--- src/rtl/timepulse_pkg.sv ---
// Shared types and constants for the timepulse generator.
//   tpg_state_e : controller state encoding (STBY/WARM/RUN/HALT)
//   NUM_TP      : number of timepulses per memory cycle (MCT)
//   T01..T12    : one-hot timepulse constants
//   tp_next()   : advance a one-hot timepulse vector by one position
package timepulse_pkg;

  localparam int NUM_TP = 12;

  typedef enum logic [1:0] {
    STBY = 2'd0,
    WARM = 2'd1,
    RUN  = 2'd2,
    HALT = 2'd3
  } tpg_state_e;

  typedef logic [NUM_TP-1:0] tp_vec_t;

  localparam tp_vec_t T01 = 12'h001;
  localparam tp_vec_t T02 = 12'h002;
  localparam tp_vec_t T03 = 12'h004;
  localparam tp_vec_t T04 = 12'h008;
  localparam tp_vec_t T05 = 12'h010;
  localparam tp_vec_t T06 = 12'h020;
  localparam tp_vec_t T07 = 12'h040;
  localparam tp_vec_t T08 = 12'h080;
  localparam tp_vec_t T09 = 12'h100;
  localparam tp_vec_t T10 = 12'h200;
  localparam tp_vec_t T11 = 12'h400;
  localparam tp_vec_t T12 = 12'h800;

  // Rotate left: T01->T02 ... T11->T12, T12->T01.
  function automatic tp_vec_t tp_next(input tp_vec_t cur);
    return {cur[NUM_TP-2:0], cur[NUM_TP-1]};
  endfunction

endpackage

--- src/rtl/tp_prescaler.sv ---
// Prescaler for the timepulse generator: counts 0..DIV-1 and flags a tick
// on the clk where the count equals DIV-1 (every clk when DIV=1).
// Ports:
//   clk  - clock
//   rst  - synchronous active-high reset, count returns to 0
//   clr  - synchronous clear, holds the count at 0 while high
//   tick - high on the last clk of each prescaler period
module tp_prescaler #(
  parameter int DIV = 2
) (
  input  logic clk,
  input  logic rst,
  input  logic clr,
  output logic tick
);

  localparam int            CW   = (DIV > 1) ? $clog2(DIV) : 1;
  localparam logic [CW-1:0] LAST = CW'(DIV - 1);

  logic [CW-1:0] cnt_q;

  // NOTE: state registers use non-blocking assignments so every flop samples
  // pre-edge values, independent of process evaluation order.
  always_ff @(posedge clk) begin
    if (rst || clr) begin
      cnt_q <= '0;
    end else if (cnt_q == LAST) begin
      cnt_q <= '0;
    end else begin
      cnt_q <= cnt_q + 1'b1;
    end
  end

  assign tick = (cnt_q == LAST);

endmodule

--- src/rtl/timepulse_gen.sv ---
// Timepulse generator: after a warm-up of PWR_DELAY timepulse periods it
// cycles one-hot timepulses T01..T12, each DIV clks long, forming memory
// cycles (MCTs). Standby/halt requests only act at the end of T12.
// Optional feature macro: TPG_STEP_EN adds the monitor stop/single-step
// inputs and the HALT state. Without it HALT is unreachable.
// Ports:
//   clk     - clock
//   rst     - synchronous active-high reset (enters WARM)
//   stby    - standby request, sampled at end of T12 and in STBY/HALT
//   mstp    - monitor stop request (TPG_STEP_EN only)
//   mstrt   - monitor single-step pulse (TPG_STEP_EN only)
//   tp      - one-hot timepulses, bit0=T01 .. bit11=T12, zero unless RUN
//   mct_end - one-clk pulse on the last clk of T12
//   mct_cnt - completed-MCT counter, wraps at 16 bits
//   state   - 0=STBY 1=WARM 2=RUN 3=HALT
module timepulse_gen
  import timepulse_pkg::*;
#(
  parameter int DIV       = 2,
  parameter int PWR_DELAY = 4
) (
  input  logic              clk,
  input  logic              rst,
  input  logic              stby,
`ifdef TPG_STEP_EN
  input  logic              mstp,
  input  logic              mstrt,
`endif
  output logic [NUM_TP-1:0] tp,
  output logic              mct_end,
  output logic [15:0]       mct_cnt,
  output logic [1:0]        state
);

  localparam logic [7:0] WARM_LAST = 8'(PWR_DELAY - 1);

  tpg_state_e  state_q, state_d;
  tp_vec_t     tp_q, tp_d;
  logic [7:0]  warm_q, warm_d;
  logic [15:0] mct_cnt_q, mct_cnt_d;
  logic        step_q, step_d;
  logic        end_of_mct;
  logic        tick;
  logic        presc_clr;
  logic        halt_req;
  logic        step_req;

`ifdef TPG_STEP_EN
  assign halt_req = mstp;
  assign step_req = mstrt;
`else
  assign halt_req = 1'b0;
  assign step_req = 1'b0;
`endif

  // Prescaler is parked at 0 while idle so the first timepulse after
  // leaving STBY or HALT lasts a full DIV clks.
  assign presc_clr = (state_q == STBY) || (state_q == HALT);

  tp_prescaler #(.DIV(DIV)) u_prescaler (
    .clk  (clk),
    .rst  (rst),
    .clr  (presc_clr),
    .tick (tick)
  );

  // NOTE: every signal written here gets a default first, so no path can
  // leave one unassigned and infer a latch.
  always_comb begin
    state_d    = state_q;
    tp_d       = tp_q;
    warm_d     = warm_q;
    mct_cnt_d  = mct_cnt_q;
    step_d     = step_q;
    end_of_mct = 1'b0;

    unique case (state_q)
      STBY: begin
        if (!stby) begin
          state_d = WARM;
          warm_d  = '0;
        end
      end
      WARM: begin
        if (tick) begin
          if (warm_q == WARM_LAST) begin
            state_d = RUN;
            tp_d    = T01;
            warm_d  = '0;
          end else begin
            warm_d = warm_q + 1'b1;
          end
        end
      end
      RUN: begin
        if (tick) begin
          tp_d = tp_next(tp_q);
          if (tp_q == T12) begin
            end_of_mct = 1'b1;
            mct_cnt_d  = mct_cnt_q + 1'b1;
            step_d     = 1'b0;
            if (stby) begin
              state_d = STBY;
              tp_d    = '0;
            end else if (halt_req || step_q) begin
              // A single-step MCT always returns to HALT.
              state_d = HALT;
              tp_d    = '0;
            end
          end
        end
      end
      HALT: begin
        if (stby) begin
          state_d = STBY;
        end else if (!halt_req) begin
          state_d = RUN;
          tp_d    = T01;
        end else if (step_req) begin
          state_d = RUN;
          tp_d    = T01;
          step_d  = 1'b1;
        end
      end
    endcase
  end

  always_ff @(posedge clk) begin
    if (rst) begin
      state_q   <= WARM;
      tp_q      <= '0;
      warm_q    <= '0;
      mct_cnt_q <= '0;
      step_q    <= 1'b0;
    end else begin
      state_q   <= state_d;
      tp_q      <= tp_d;
      warm_q    <= warm_d;
      mct_cnt_q <= mct_cnt_d;
      step_q    <= step_d;
    end
  end

  // Masked by rst so an MCT aborted on its final clk reports no end.
  assign mct_end = end_of_mct & ~rst;
  assign tp      = tp_q;
  assign mct_cnt = mct_cnt_q;
  assign state   = state_q;

endmodule

--- config.mk ---
export PLATFORM = sky130hd
export DESIGN_NAME = timepulse_gen
export DESIGN_NICKNAME = d
export VERILOG_FILES = /design/src/rtl/timepulse_pkg.sv /design/src/rtl/tp_prescaler.sv /design/src/rtl/timepulse_gen.sv
export SDC_FILE = /design/constraint.sdc
export NUM_CORES = 1
export LEC_CHECK = 0
export CORE_MARGIN = 2
export CORE_UTILIZATION = 55
export CTS_CLUSTER_DIAMETER = 120
export DETAILED_ROUTE_END_ITERATION = 7
export PLACE_DENSITY = 0.88
export SLEW_MARGIN = 25
export SYNTH_ARGS = -nofsm -noshare
export SYNTH_HDL_FRONTEND = slang
export SYNTH_SLANG_ARGS = --single-unit
--- constraint.sdc ---
create_clock -name clk -period 4.5 [get_ports clk]
set_input_delay 0.675 -clock clk [delete_from_list [all_inputs] [get_ports clk]]
set_output_delay 0.675 -clock clk [all_outputs]
set_load 0.02 [all_outputs]
Yosys cells after proc, flatten, opt, wreduce, memory -nomap -nowiden
Index checks and enable logic that the tools add are counted.
- register bits: 39
- input bits: 3
- multiplexer cells: 22
- add/subtract/negate cells: 3
- bitwise gates (word level): 2
- eq/ne operators: 12
- reduce and logical (&&, ||, !) cells: 10
- operator list (operator ; number):
    2-to-1 mux 12 bit ; 6
    one-hot mux 12 bit (3 select lines) ; 1
    2-to-1 mux 8 bit ; 3
    adder 16 x 1 -> 16 bit (second input constant) ; 1
    one-hot mux 8 bit (2 select lines) ; 1
    2-to-1 mux 2 bit ; 7
    equality test 12 bit (second input constant) ; 1
    inequality test 2 bit (second input constant) ; 5
    adder 8 x 1 -> 8 bit (second input constant) ; 1
    equality test 8 x 2 -> 1 bit (second input constant) ; 1
    one-hot mux 2 bit (4 select lines) ; 1
    AND reduction 3 bit ; 2
    AND reduction 6 bit ; 1
    AND reduction 5 bit ; 1
    equality test 2 bit (second input constant) ; 2
    inequality test 2 x 1 -> 1 bit (second input constant) ; 2
    2-to-1 mux 1 bit ; 3
    nonzero test 3 bit ; 1
    equality test 2 x 1 -> 1 bit (second input constant) ; 1
    logical NOT 2 bit ; 1
    logical OR 1 bit ; 2
    nonzero test 2 bit ; 1
    OR reduction 2 bit ; 1
    adder 1 bit (second input constant) ; 1
    other kinds (2) ; 2

Depth between registers and ports, before layout
- depth in word-level cells: 5
- mapped depth: 7
- depth with buffers taken out: 6

Cells and area by module
From an unflattened synthesis, not the netlist that was laid out.
- cell total of the unflattened synthesis: 228
- area, all modules: 1943.1 um^2
- modules (own cells, without submodules) (module ; cells an instance ; instances ; sequential area each (um^2) ; area an instance (um^2)):
    timepulse_gen ; 226 ; 1 ; 760.7 ; 1913.1
    tp_prescaler ; 2 ; 1 ; 20.0 ; 30.0

Least setup slack after synthesis
No wires, ideal clock.
- path type: flip-flop to output port
- from: register state_q[1] (netlist: state[1])
- to: output port mct_end
- slack: 2447 ps
- cell stages (with the launch flop): 5
- data arrival time: 1378 ps
- cell sequence: dfxtp_1 ha_1 nand2_1 nand4b_1 nor2_1
- longest elaborated chain between the ends: 3
- ends and longest elaborated chain (item ; line ; source):
    start, declared ; timepulse_gen.sv:37 ; tpg_state_e state_q, state_d;
    start signal, assigned ; timepulse_gen.sv:136 ; state_q <= state_d;
    equality test 2 bit ; timepulse_gen.sv:77 ; unique case (state_q)
    2-to-1 mux 1 bit ; timepulse_gen.sv:77 ;
    bitwise AND 1 bit ; timepulse_gen.sv:145 ; assign mct_end = end_of_mct & ~rst;
    end, declared ; timepulse_gen.sv:30 ; output logic mct_end,
Every way passes these cells.

Worst setup path in the final report
- from: register state_q[0] (netlist: state[0])
- to: output port mct_end
The elaborated chain is that of the path after synthesis.

==> results_dict.tcl <==
set metrics [dict create \
    outcome "finished, final reports clean" \
    cts_hold_buf 0 \
    combPwrFrac_pct 28.0 \
    critical_path.endpoint_type "output port" \
    cts_tree "done" \
    p_per_area_nw_per_um2 323.3 \
    antenna_cells 0 \
    antenna_found_initial 0 \
    maxUsedRoutingLayer "met4" \
    setup.worst_path.start_class "flop" \
    first_global_vias 1694 \
    cp_max_fo 14 \
    fp.coreArea_um2 3390 \
    io_pins 34 \
    fmax_mhz 320.4 \
    yosysTopAreaCell "dfxtp_1" \
    h-tree-depth 2 \
    place_area_um2 2315 \
    skew_ns 0.006131 \
    synth-seq-cells 39 \
    cts_setup_buffers 0 \
    cts_max_path_buffers 2 \
    finalMaxSlewViolations 0 \
    pwr-share-seq_pct 49.8 \
    setup_viol 0 \
    worstHoldPathType "reg2reg" \
    ir_drop_v 0.0002660 \
    initial_core_util_pct 58.14 \
    clk_pin_slew_ns 0.11 \
    clockRootBuffer "clkbuf_4" \
    postLayoutCoreUtil_pct 69.77 \
    gr-total-overflow 0 \
    grt_max_degree 37 \
    clock_sinks 39 \
    ff_latch_area_um2 780.7 \
    p_sw_uw 259.1 \
    insertion_delay_ns 0.34 \
    yosys_warnings 0 \
    crit_arrival_ns 2.45 \
    rows 21 \
    dieArea_um2 4078 \
    synthTopCellsByArea "dfxtp_1, a21oi_1, nand4_1" \
    yosysSeqAreaShare_pct 39.62 \
    final_common_cell "dfxtp_1" \
    hpwl_mm 3.052 \
    tightest_slew_ns 0.9068 \
    swShare_pct 33.89 \
    cts_made_buffers 5 \
    synth_top_area_share_pct 39.62 \
    nets 260 \
    p_clk_share_pct 22.2 \
    drtAntennaViolNets 0 \
    route.detailed.drc 0 \
    route.met2.wl_mm 2.202 \
    die_w_um 63.86 \
    routed-wl-met3_um 246 \
    yosysUniqueCellTypes 36 \
    grt_pass1_wl_mm 7.596 \
    design_area_um2 2365 \
    met1_length_mm 1.844 \
    setup_tns_ns 0 \
    p_leak_uw 0.0007665 \
    drive_above_1_share_pct 6.349 \
    rsz0062_at_grt "false" \
    synth_nets 232 \
    synthToLayoutAreaGrowth_pct 20.00 \
    vias 1857 \
    cap_violations 0 \
    multiInputGateArea_um2 1120 \
    relSlewSlack_pct 39.55 \
    drtIter0Drc 123 \
    drt_wl_total_mm 4.353 \
    cp.required_ns 3.83 \
    netlist_instances 223 \
    criticalPathCategory "reg2out" \
    grt.total_usage_pct 23.11 \
    avgSynthCellArea_um2 8.837 \
    syn_area_um2 1971 \
    hold_viol 0 \
    fin_crit_sh_pct 69.35 \
    dr.pass1.iters 4 \
    wl_per_cell_um 14.61 \
    die_y_um 63.86 \
    place_congestion 0.8889 \
    period_needed_ns 3.121 \
    vias_per_cell 6.232 \
    n_fill_cell 273 \
    cts.repair.resized 0 \
    place.port_buffers 33 \
    layout_common_cells "dfxtp_1, clkdlybuf4s50_1, a21oi_1, nand4_1, o21ai_0" \
    power.internal_uw 505.5 \
]
[registers in the layout, indices dropped and copies added, names as in the netlist]
signal / cells
warm_q: 8
mct_cnt: 16
tp: 12
u_prescaler.tick: 1
state: 2
[synth_stat cells]
master / instances
nor3_1: 2
nand2_1: 9
or4b_4: 2
nor4b_4: 1
nor4_1: 1
dfxtp_1: 39
nor4b_1: 1
nand4b_1: 1
nor3b_1: 1
nor4_4: 2
or3_1: 6
and4_1: 3
xnor2_1: 1
o22ai_1: 1
a21oi_1: 30
o21ai_0: 16
ha_1: 6
a21o_1: 2
nor2b_1: 4
mux2i_1: 2
xor2_1: 4
a2111oi_0: 1
inv_1: 5
o41ai_1: 2
o31ai_1: 10
clkbuf_1: 11
and3_1: 2
buf_2: 2
mux2_2: 3
a41oi_1: 1
o22a_4: 1
nand4_1: 20
or4_1: 11
and2_1: 3
nor2_1: 11
nand3_1: 6
[cells by family (layout without fill, tap and decap cells)]
| group | Yosys count | after routing | share of synthesized area, % |
|---|---|---|---|
| adders and majority gates | 6 | 6 | 3.809 |
| AOI/OAI and AO/OA | 64 | 64 | 19.24 |
| DFF | 39 | 39 | 39.62 |
| buffers and inverters | 18 | 47 | 3.556 |
| and+or+nand+nor | 86 | 86 | 28.83 |
| muxes | 5 | 5 | 2.730 |
| xor gates and xnor gates | 5 | 5 | 2.222 |
[metal layers]
metal	global-route usage [%]	vias up
li1	-	915
met1	28.02	873
met2	39.84	60
met3	4.930	9
met4	8.696	0
met5	0	-
[per-stage QoR]
step | setup WS, ns | hold slack, ns | total power (µW) | cells
after floorplan | 2.447 | 0.4584 | 551.9 | 223
after global placement | 1.714 | 0.4752 | 593.2 | 290
after detailed placement | 1.699 | 0.4824 | 598.6 | 290
after CTS | 1.373 | 0.4984 | 769.4 | 298
after global routing | 1.232 | 0.5133 | 809.6 | 298
final | 1.379 | 0.4990 | 764.6 | 298
[critical path, cell delays in order (launching register included)]
cell	delay, ns
dfxtp_1	0.37
inv_1	0.09
ha_1	0.45
nand2_1	0.08
nand4b_1	0.32
nor2_1	0.16
clkdlybuf4s50_1	0.63
[power by group through the flow]
stage / clock network, µW / registers (µW) / logic [µW]
finish: 170 / 381 / 214
CTS: 177 / 381 / 212
global route: 190 / 384 / 236
global placement: 0 / 387 / 206
floorplan: 0 / 395 / 157
detailed placement: 0 / 389 / 210
[final cells by class]
| type | count | area share [%] |
|---|---|---|
| Clock buffer | 7 | 1.905 |
| Sequential cell | 39 | 33.02 |
| Tap cell | 46 | 2.434 |
| Inverter | 5 | 0.7937 |
| Timing Repair Buffer | 34 | 14.29 |
| Multi-Input combinational cell | 166 | 47.35 |
| Clock inverter | 1 | 0.2116 |
[worst paths after layout]
check,end,slack (ns),cells after the start,startpoint
worst max-delay path,mct_end,1.38,6,state[0]$_SDFFE_PP1P_
worst min-delay path,warm_q[7]$_SDFFE_PP0P_,0.50,2,warm_q[7]$_SDFFE_PP0P_
worst max register to register,mct_cnt[7]$_SDFFE_PP0P_,2.01,6,state[0]$_SDFFE_PP1P_
worst min register to register,warm_q[7]$_SDFFE_PP0P_,0.50,2,warm_q[7]$_SDFFE_PP0P_
(Power assumes the default switching activity.)
